### config.mk
export PLATFORM = sky130hd
export DESIGN_NAME = rv32_muldiv
export DESIGN_NICKNAME = d
export VERILOG_FILES = /design/src/rtl/rv32_muldiv.sv
export SDC_FILE = /design/constraint.sdc
export NUM_CORES = 1
export LEC_CHECK = 0
export BUFFER_PORTS_ARGS = -buffer_cell sky130_fd_sc_hd__buf_2
export CELL_PAD_IN_SITES_DETAIL_PLACEMENT = 1
export CELL_PAD_IN_SITES_GLOBAL_PLACEMENT = 1
export CORE_AREA = 2 2 204 186
export DETAILED_ROUTE_END_ITERATION = 10
export DIE_AREA = 0 0 206 188
export PLACE_DENSITY = 0.77
export SLEW_MARGIN = 25
export SYNTH_ARGS = -nofsm -noshare
export SYNTH_HDL_FRONTEND = slang
export SYNTH_SLANG_ARGS = --single-unit
export TNS_END_PERCENT = 5
### constraint.sdc
create_clock -name clk -period 3.9 [get_ports clk]
set_clock_uncertainty 0.1 [all_clocks]
set_input_delay 0.195 -clock clk [delete_from_list [all_inputs] [get_ports clk]]
set_output_delay 0.195 -clock clk [all_outputs]
set_load 0.01 [all_outputs]
### src/rtl/rv32_muldiv.sv
// Iterative RV32M multiply/divide unit: shift-add multiply, restoring divide,
// one bit per cycle, registered result held until the consumer accepts it.
module rv32_muldiv #(
  parameter int XLEN = 32
) (
  input  logic            clk,
  input  logic            reset_n,
  input  logic            valid_in,
  output logic            ready_out,
  input  logic [2:0]      op_in,
  input  logic [XLEN-1:0] src1_in,
  input  logic [XLEN-1:0] src2_in,
  input  logic            flush_in,
  output logic            result_valid_out,
  input  logic            result_ready_in,
  output logic [XLEN-1:0] result_out
);

  localparam int CW = $clog2(XLEN) + 1;

  localparam logic [2:0] OP_MUL    = 3'b000;
  localparam logic [2:0] OP_MULH   = 3'b001;
  localparam logic [2:0] OP_MULHSU = 3'b010;
  localparam logic [2:0] OP_MULHU  = 3'b011;
  localparam logic [2:0] OP_DIV    = 3'b100;
  localparam logic [2:0] OP_DIVU   = 3'b101;
  localparam logic [2:0] OP_REM    = 3'b110;
  localparam logic [2:0] OP_REMU   = 3'b111;

  localparam logic [XLEN-1:0] MOST_NEG = {1'b1, {(XLEN-1){1'b0}}};

  typedef enum logic [1:0] {IDLE, BUSY, FIXUP, DONE} state_t;

  state_t          state, state_nxt;
  logic [CW-1:0]   counter;
  logic [2:0]      op_q;
  logic            neg1, neg2;
  logic [XLEN-1:0] a_q, b_q;
  logic [XLEN-1:0] hi_q, lo_q;

  // Operand decode at accept
  logic            sgn1, sgn2, s1neg, s2neg;
  logic [XLEN-1:0] abs1, abs2;
  logic            div_zero, div_ovf, fast, accept;
  logic [XLEN-1:0] fast_res;

  assign ready_out = (state == IDLE);
  assign accept    = valid_in && ready_out && !flush_in;

  assign sgn1  = !(op_in == OP_MULHU || op_in == OP_DIVU || op_in == OP_REMU);
  assign sgn2  = (op_in == OP_MUL || op_in == OP_MULH || op_in == OP_DIV || op_in == OP_REM);
  assign s1neg = sgn1 && src1_in[XLEN-1];
  assign s2neg = sgn2 && src2_in[XLEN-1];
  assign abs1  = s1neg ? -src1_in : src1_in;
  assign abs2  = s2neg ? -src2_in : src2_in;

  assign div_zero = op_in[2] && (src2_in == '0);
  assign div_ovf  = (op_in == OP_DIV || op_in == OP_REM) &&
                    (src1_in == MOST_NEG) && (src2_in == '1);
  assign fast     = div_zero || div_ovf;

  always_comb begin
    fast_res = '0;
    if (div_zero) fast_res = op_in[1] ? src1_in : '1;
    else if (div_ovf) fast_res = op_in[1] ? '0 : MOST_NEG;
  end

  // One iteration step. Multiply shifts {hi,lo} right with the multiplier in lo;
  // divide shifts {rem,quotient} left with the dividend draining out of lo.
  logic [XLEN:0]   sum, rs, diff;
  logic [XLEN-1:0] hi_step, lo_step;

  always_comb begin
    sum     = {1'b0, hi_q} + (lo_q[0] ? {1'b0, a_q} : '0);
    rs      = {hi_q, lo_q[XLEN-1]};
    diff    = rs - {1'b0, b_q};
    hi_step = hi_q;
    lo_step = lo_q;
    if (op_q[2]) begin
      if (!diff[XLEN]) begin
        hi_step = diff[XLEN-1:0];
        lo_step = {lo_q[XLEN-2:0], 1'b1};
      end else begin
        hi_step = rs[XLEN-1:0];
        lo_step = {lo_q[XLEN-2:0], 1'b0};
      end
    end else begin
      hi_step = sum[XLEN:1];
      lo_step = {sum[0], lo_q[XLEN-1:1]};
    end
  end

  // Sign fixup of the unsigned magnitudes
  logic [2*XLEN-1:0] prod, prod_s;
  logic [XLEN-1:0]   quo_s, rem_s, fix_res;

  always_comb begin
    prod    = {hi_q, lo_q};
    prod_s  = (neg1 ^ neg2) ? -prod : prod;
    quo_s   = (neg1 ^ neg2) ? -lo_q : lo_q;
    rem_s   = neg1 ? -hi_q : hi_q;
    fix_res = '0;
    case (op_q)
      OP_MUL:                      fix_res = prod_s[XLEN-1:0];
      OP_MULH, OP_MULHSU, OP_MULHU: fix_res = prod_s[2*XLEN-1:XLEN];
      OP_DIV, OP_DIVU:             fix_res = quo_s;
      OP_REM, OP_REMU:             fix_res = rem_s;
      default:                     fix_res = '0;
    endcase
  end

  always_ff @(posedge clk or negedge reset_n) begin
    if (!reset_n) state <= IDLE;
    else          state <= state_nxt;
  end

  always_comb begin
    state_nxt = state;
    case (state)
      IDLE:    if (accept) state_nxt = fast ? DONE : BUSY;
      BUSY:    if (counter == CW'(1)) state_nxt = FIXUP;
      FIXUP:   state_nxt = DONE;
      DONE:    if (result_ready_in) state_nxt = IDLE;
      default: state_nxt = IDLE;
    endcase
    if (flush_in) state_nxt = IDLE;
  end

  always_ff @(posedge clk or negedge reset_n) begin
    if (!reset_n) begin
      counter          <= '0;
      op_q             <= '0;
      neg1             <= 1'b0;
      neg2             <= 1'b0;
      a_q              <= '0;
      b_q              <= '0;
      hi_q             <= '0;
      lo_q             <= '0;
      result_valid_out <= 1'b0;
      result_out       <= '0;
    end else if (flush_in) begin
      counter          <= '0;
      result_valid_out <= 1'b0;
    end else begin
      case (state)
        IDLE: if (accept) begin
          op_q <= op_in;
          neg1 <= s1neg;
          neg2 <= s2neg;
          a_q  <= abs1;
          b_q  <= abs2;
          hi_q <= '0;
          lo_q <= op_in[2] ? abs1 : abs2;
          if (fast) begin
            counter          <= '0;
            result_out       <= fast_res;
            result_valid_out <= 1'b1;
          end else begin
            counter <= CW'(XLEN);
          end
        end
        BUSY: begin
          hi_q    <= hi_step;
          lo_q    <= lo_step;
          counter <= counter - CW'(1);
        end
        FIXUP: begin
          result_out       <= fix_res;
          result_valid_out <= 1'b1;
        end
        DONE: if (result_ready_in) result_valid_out <= 1'b0;
        default: ;
      endcase
    end
  end

endmodule

==> results.txt, run 1 <==
* Leading cell types by total area after synthesis: dfrtp_1 27%, o21ai_0 7.4%, nand2_1 5.8%
- Portion of the clock cycle consumed by the worst path in the final layout: 95.10%
* Detailed Place HPWL: 56.65 mm
* Final setup violating endpoints: 0
- Synthesized cell area: 0.01626 mm^2
- Remaining Overflow, GRT: 0
- Sorting the synthesized cells by how often they occur yields 251 x nand2_1, 239 x o21ai_0, 180 x a21oi_1, 174 x dfrtp_1, 160 x nor2_1.
- Average vias per placed instance: 6.499
- Worst-path clk slew: 0.07 ns
* Number of buffers created by CTS: 17
- In the global route stage, overall resource usage came out at 37.05%.
* Required time of the critical path: 4.13 ns
* Filler Cell Count: 4576
- In this run the worst path has a maximum fanout of 7.
* Vertical die dimension: 188 um
- By startpoint and endpoint, the worst setup path is classified as flop to flop.
- Kind of end point of the critical path: flop
- Buffer cell driving the clock tree root: clkbuf_16
- In this run, synthesis produced a sequential element count of 174.
- Cell with the most instances after synthesis: nand2_1
- Total Neg Setup Slack: 0 ns
- The via count of the first global-routing pass came to 17.40k.
- The initial antenna violation count is 1.
- At the pin with the least slew margin, the transition time is 0.9605 ns.
- Static leakage power: 8.070 nW
- Unrepaired setup endpoints after global routing: false
* Die area: 0.03873 mm^2
- The initial utilization of the core area, before any placement, comes to 44.30%.
- Proportion of layout cells with a drive suffix above 1: 12.85%
- NumNets Final: 2363
* Count of placed standard cells in the final layout, fillers left out: 2708
* Remaining antenna violation count: 0
- Share of synthesized registers carrying an async set or reset: 100.0%
- RR Startpoint: lo_q[20]$_DFFE_PN0P_
- Final Hold Fails: 0
- Data on the critical path arrives at its endpoint at 3.94 ns.
- Max-slew headroom at the worst pin: 35.38%
- The worst setup path is launched from a flop.
- Net Count, Synth: 2286
- The number of placed instances, taps included, is 2673.
* Main flop type after synthesis: dfrtp_1
- Maximum level of the CTS H-tree: 4
* Syn. warnings: 0
* Global-route wire length before repair: 107.7 mm
* Number of ports placed on the die boundary: 106
- Post-synthesis sequential area ratio: 26.77%
- TritonCTS built the clock tree.
- CTS saw 174 sinks.
- The core region is 0.03672 mm^2.
- Class of the most critical hold timing path: input port to flop
- In the routed design, unresolved DRC markers number 0.
- Worst Reg2Reg Path Length in Cells: 8
- # diodes: 0
- Endpoint of the lowest-slack register-to-register path: result_out[0]$_DFFE_PN0P_
- Cell type of the slowest stage on the worst timing path: or4_1
- Dividing total power by cell area gives a power density of 963.5 mW/mm^2.
- Area growth from synthesis to layout: 11.97%
- The count of buffers added on input and output ports is 105.
* Clk buf depth: 2
- In this run the register-to-register setup slack is 0.19 ns.
- Final Routed Wirelength: 71.54 mm
- Max-cap violations: 0
* Routed len/inst: 26.42 um
* Count of flip-flops with a built-in enable after synthesis: 0
* Die Wd: 206 um
- Count of different cell masters after synthesis: 84
- The run finished with clean final reports.
- Of the post-synthesis cell area, the dominant cell type holds 26.77%.
- Walking the worst path, the cells encountered are or4_1, nor3_1, nand4_1, o21ai_1, nor2_1, xnor2_1, a31oi_1, o21ai_0.
- Weighted congestion at the end of routability-driven global placement: 0.9926
* Hold path startpoint: src1_in[5]
* Pin count of the biggest net entering global routing: 86
- For the finished layout, the period the worst path requires is 3.709 ns.
- Number of rows created at floorplan: 67
- Synthesis produced a netlist whose cell count is 2137.
- For the worst-skew pair, the clock arrives at the later sink with an insertion delay of 0.48 ns.
- Library cell occupying the most area in the post-synthesis netlist: dfrtp_1
- Via total after detailed routing: 17.60k
* Number of max-slew violations in the final report: 0
* 1st-pass router iterations: 6
* Post-synthesis area per instance: 7.611 um^2
- The worst hold path passes through 3 cells.
* Maximum cell stage delay along the critical path: 0.64 ns
- Highest attainable clock frequency: 269.6 MHz
- End point of the worst hold path: a_q[5]$_DFFE_PN0P_
- Drt first-iter violations: 1541
- The worst-case IR drop observed on VDD is 0.0004862 V.
==> where the power goes <==
group,total [mW],switching (mW),internal (mW)
Sequential,3.61,1.04,2.57
Combinational,12.2,7.67,4.49
Clock,1.78,0.825,0.950
==> logic make-up after synthesis <==
kind of cell | count (synthesis) | synth area share [%]
mux | 71 | 4.670
fa+ha+maj | 77 | 6.016
compound gates | 705 | 26.58
flops | 174 | 26.77
buf+inv | 213 | 5.108
xor+xnor | 185 | 9.962
simple gates | 712 | 20.89
==> worst max-delay path, delay by kind of cell (launching register included) <==
family,cells,cell delay [ns]
xor gates and xnor gates,1,0.18
DFF,1,0.47
and+or+nand+nor,4,1.58
AOI/OAI and AO/OA,3,1.23
==> per-layer routing <==
metal | global-route usage (%) | vias to the layer above | part of all wire, %
li1 | - | 7863 | -
met1 | 53.02 | 8832 | 45
met2 | 54.81 | 764 | 43
met3 | 6.274 | 140 | 7.8
met4 | 15.47 | 0 | 4.1
met5 | 0 | - | 0
==> sequential cells by signal (all words and copies together), names as in the netlist <==
signal and count:
lo_q 32, neg1 1, result_out 32, a_q 32, state 2, hi_q 32
counter 6, result_valid_out 1, op_q 3, neg2 1, b_q 32
==> area by class of cell <==
type	instances	area, um^2	area share [%]
Clock buffer	19	442.9	2.432
Clock inverter	11	118.9	0.6527
Inverter	70	262.8	1.443
Multi-Input combinational cell	1750	11120	61.07
Sequential cell	174	4357	23.92
Tap cell	483	604.3	3.318
Timing Repair Buffer	201	1305	7.166
==> worst max-delay path by stage <==
stage / start / end / depth (start not counted)
2_1_floorplan: lo_q[31]$_DFFE_PN0P_ / hi_q[3]$_DFFE_PN0P_ / 14
3_3_place_gp: lo_q[0]$_DFFE_PN0P_ / hi_q[27]$_DFFE_PN0P_ / 13
3_5_place_dp: lo_q[0]$_DFFE_PN0P_ / hi_q[27]$_DFFE_PN0P_ / 13
4_1_cts: lo_q[0]$_DFFE_PN0P_ / hi_q[27]$_DFFE_PN0P_ / 13
5_1_grt: lo_q[20]$_DFFE_PN0P_ / result_out[31]$_DFFE_PN0P_ / 9
6_report: lo_q[20]$_DFFE_PN0P_ / result_out[0]$_DFFE_PN0P_ / 8
==> cell usage in the layout (no fill, tap or decap), types with 10 or more instances in the layout <==
master / netlist / routed
o21a_1: 13 / 13
buf_4: 1 / 88
o221ai_1: 12 / 12
inv_1: 68 / 68
nand4_1: 28 / 28
clkbuf_16: 0 / 17
nor2b_1: 10 / 10
o21ai_0: 239 / 237
o31ai_1: 29 / 28
o211ai_1: 15 / 15
a21oi_1: 180 / 180
buf_2: 4 / 104
dfrtp_1: 174 / 172
xnor2_1: 98 / 96
nor3_1: 61 / 61
nand2b_1: 29 / 29
nand3_1: 40 / 40
and2_1: 37 / 37
mux2i_1: 41 / 41
nand2_1: 251 / 251
or3_1: 15 / 15
xor2_1: 87 / 86
and3_1: 17 / 17
ha_1: 75 / 74
a21boi_0: 10 / 10
mux2_2: 27 / 27
o41ai_1: 10 / 10
a31oi_1: 31 / 31
a22oi_1: 20 / 20
nor2_1: 160 / 160
a21o_1: 37 / 36
a211oi_1: 30 / 30
o22ai_1: 17 / 17
nor4_1: 16 / 16
==> per-stage QoR <==
stage	utilization [%]	total power, mW	instance area [um^2]	hold slack, ns	setup WS [ns]
finish	49.60	17.55	18210	0.03581	0.1913
floorplan	-	11.14	16260	-0.2006	0.3191
detailed placement	47.89	15.37	17580	0.2244	0.1394
global route	49.60	18.66	18210	0.05000	0.04235
CTS	49.55	17.22	18200	0.01542	0.09916
global placement	47.89	15.09	17580	0.2112	0.2450
==> repair_timing <==
| item | 4_1_cts | 5_1_grt |
|---|---|---|
| hold buffers | 5 | 0 |
| gates resized for setup | 0 | 6 |
| buffers inserted | 0 | 0 |
| endpoints found under the hold margin | 86 | 0 |
| endpoints found under the setup margin | 0 | 6 |
Note: power is estimated with default switching activity, not from simulation.
==> run 2: changes to the inputs <==
--- a/config.mk
+++ b/config.mk
@@ -11,7 +11,7 @@
 export CORE_AREA = 2 2 204 186
 export DETAILED_ROUTE_END_ITERATION = 10
 export DIE_AREA = 0 0 206 188
-export PLACE_DENSITY = 0.77
+export PLACE_DENSITY_LB_ADDON = 0.1
 export SLEW_MARGIN = 25
 export SYNTH_ARGS = -nofsm -noshare
 export SYNTH_HDL_FRONTEND = slang
==> results.txt, run 2 (synthesis gave the netlist of run 1 again) <==
- The run finished with clean final reports.
- P_int: 7.984 mW (-0.33%)
* Overall power after layout: 17.77 mW (+1.3%)
- The clock-pin slew of the registers on the worst-case setup and hold paths is 0.08 ns (about the same).
- Number of max-slew violations in the final report: 0 (unchanged)
* Register share of total power: 20.3% (-0.3 points)
- The core utilization of the finished layout was 49.84% (+0.25 points).
- The weighted congestion reported at the end of routability-driven placement came to 1.042 (+4.9%).
- Max-slew headroom at the worst pin: 36.30% (+0.93 points)
* Clock power share: 10.1% (about the same)
* TritonCTS clock tree: built
- The required time reported for the critical path endpoint is 4.15 ns (+0.02 ns).
- The sum of negative setup slack was 0 ns (unchanged).
- The share of the clock period used by the worst path after layout came to 92.64% (-2.5 points).
* Number of rows created at floorplan: 67 (unchanged)
* Number of buffers created by CTS: 17 (unchanged)
- Clk buf depth: 2 (unchanged)
* NumNets Final: 2370 (+0.30%)
- Worst Reg2Reg Path Length in Cells: 13 (+5)
* Buffer cell driving the clock tree root: clkbuf_16
- Buffers on Ports: 105 (unchanged)
* Detailed Place HPWL: 58.52 mm (+3.3%)
* Global-route wire length before repair: 110.0 mm (+2.1%)
- Shortest period the worst path allows: 3.613 ns (-0.09565 ns)
- The I/O pin count is 106 (unchanged).
- Final setup violating endpoints: 0 (unchanged)
- Hold path startpoint: src2_in[0]
- The worst-margin pin slew came to 0.9544 ns (-0.006083 ns).
- Unrepaired setup endpoints after global routing: false
* Clk Latency, worst-skew pair: 0.49 ns (about the same)
* Core Footprint: 0.03672 mm^2 (unchanged)
* Highest attainable clock frequency: 276.8 MHz (+2.6%)
- Vertical die dimension: 188 um (unchanged)
* Drt first-iter violations: 1547 (+0.39%)
* Die Wd: 206 um (unchanged)
* Total global routing track utilization: 38.14% (+1.1 points)
- The number of maximum-capacitance violations is 0 (unchanged).
- Remaining Overflow, GRT: 0 (unchanged)
- The min-delay analysis places its worst path in the category input port to flop.
* Kind of end point of the critical path: flop
- The final hold violation count was 0 (unchanged).
* Static leakage power: 8.120 nW (+0.62%)
- Via total after detailed routing: 17.41k (-1.1%)
- The standard cell area after detailed placement came to 0.01766 mm^2 (+0.46%).
- Net switching power figure: 9.785 mW (+2.6%)
* Combinational Power Share: 69.6% (+0.3 points)
- End point of the worst hold path: b_q[0]$_DFFE_PN0P_
- The largest fanout of any net on the critical path came to 28 (+21).
- The data arrival time of the worst path is 3.86 ns (-0.08 ns).
* Remaining antenna violation count: 0 (unchanged)
* Final Routed Wirelength: 73.90 mm (+3.3%)
- Critical path startpoint category: flop
- RR Startpoint: lo_q[0]$_DFFE_PN0P_
- Starting density of the core: 44.30% (unchanged)
- The layout cell share with drive strength beyond 1 was 13.21% (+0.35 points).
- Vias in the first global route: 17.10k (-1.7%)
* 1st-pass router iterations: 6 (unchanged)
- Average vias per placed instance: 6.406 (-1.4%)
* VDD IR-drop max: 0.0005416 V (+11%)
- Routed len/inst: 27.19 um (+2.9%)
- Number of DRC violations after detailed routing: 0 (unchanged)
- The clock sink count is 174 (unchanged).
- Antenna violations before repair: 1 (unchanged)
- Commonest cells after routing, fill and taps aside: 251 x nand2_1, 237 x o21ai_0, 180 x a21oi_1
* Fin area: 0.01830 mm^2 (+0.49%)
- Sw Share: 55.07% (+0.72 points)
- Most common cell after layout, fill and taps aside: nand2_1
- Die area: 0.03873 mm^2 (unchanged)
* Pin count of the biggest net entering global routing: 72 (-16%)
* CP Launch Point: lo_q[0]$_DFFE_PN0P_
- The level count of the clock H-tree came to 4 (unchanged).
- Area growth from synthesis to layout: 12.52%
* Endpoint of the lowest-slack register-to-register path: hi_q[31]$_DFFE_PN0P_
* Critical path class: flop to flop
- The worst hold path cell count was 3 (unchanged).
- The total power divided by cell area is 971.0 mW/mm^2 (+0.78%).
- The worst setup slack for register-to-register paths was 0.29 ns (+0.10 ns).
[run 2: changes by cell type in the layout (fill, tap and decap cells not counted), moves of 2 or more]
cell	delta
buf_12	+2
clkinv_2	-2
clkinv_4	+3
a2111oi_1	-2
buf_4	+4
inv_6	+2
[run 2: critical path, stage by stage, from the launching register on]
cell and delay, ns:
dfrtp_1 0.50, buf_4 0.34, and2_1 0.19, ha_1 0.29, and4_1 0.23, a21oi_1 0.25, and3_1 0.22, nand2_1 0.06
a21boi_0 0.18, buf_4 0.15, o21ai_0 0.15, a221o_1 0.42, a41oi_1 0.28, nor3_1 0.10
[run 2: worst max-delay path by stage]
stage	depth (start not counted)	end	slack (ns)
final	13	hi_q[31]$_DFFE_PN0P_	0.29
after detailed placement	11	result_out[29]$_DFFE_PN0P_	0.21
after global routing	12	hi_q[28]$_DFFE_PN0P_	0.03
after global placement	11	result_out[29]$_DFFE_PN0P_	0.37
after CTS	13	hi_q[22]$_DFFE_PN0P_	0.14
after floorplan	14	hi_q[3]$_DFFE_PN0P_	0.32
[run 2: repair_timing]
action / in CTS / in global routing
buffers inserted: 0 / 0
gates resized for setup: 0 / 5
hold buffers: 5 / 0
endpoints found under the setup margin: 0 / 6
endpoints found under the hold margin: 74 / 0
[run 2: area by class of cell]
class | instances | area (um^2)
fill | 4551 | 18420
multi-input combinational | 1750 | 11120
sequential | 174 | 4355
timing repair buffer | 208 | 1386
tap | 483 | 604.3
clock buffer | 18 | 439.2
inverter | 70 | 262.8
clock inverter | 14 | 133.9
antenna | 1 | 2.502
[run 2: metal layers]
metal  vias up  GRT usage, %  wire length (um)
li1       7888             -                 -
met4         0         16.90              3431
met1      8645         53.56             33500
met5         -             0                 0
met3       161         7.977              5410
met2       717         56.03             31560
[run 2: power by group through the flow]
stage / combinational [mW] / clock, mW / sequential, mW
floorplan: 7.98 / 0 / 3.15
global placement: 11.7 / 0 / 3.56
detailed placement: 11.9 / 0 / 3.60
CTS: 12.0 / 1.82 / 3.57
global route: 13.3 / 1.88 / 3.68
finish: 12.4 / 1.80 / 3.60
[run 2: stage by stage]
stage	hold WS (ns)	worst slack, ns	cells
after floorplan	-0.2006	0.3191	2137
after global placement	0.1600	0.3668	2679
after detailed placement	0.1696	0.2056	2680
after CTS	0.0005683	0.1399	2717
after global routing	0.03402	0.03488	2717
final	0.01142	0.2869	2718
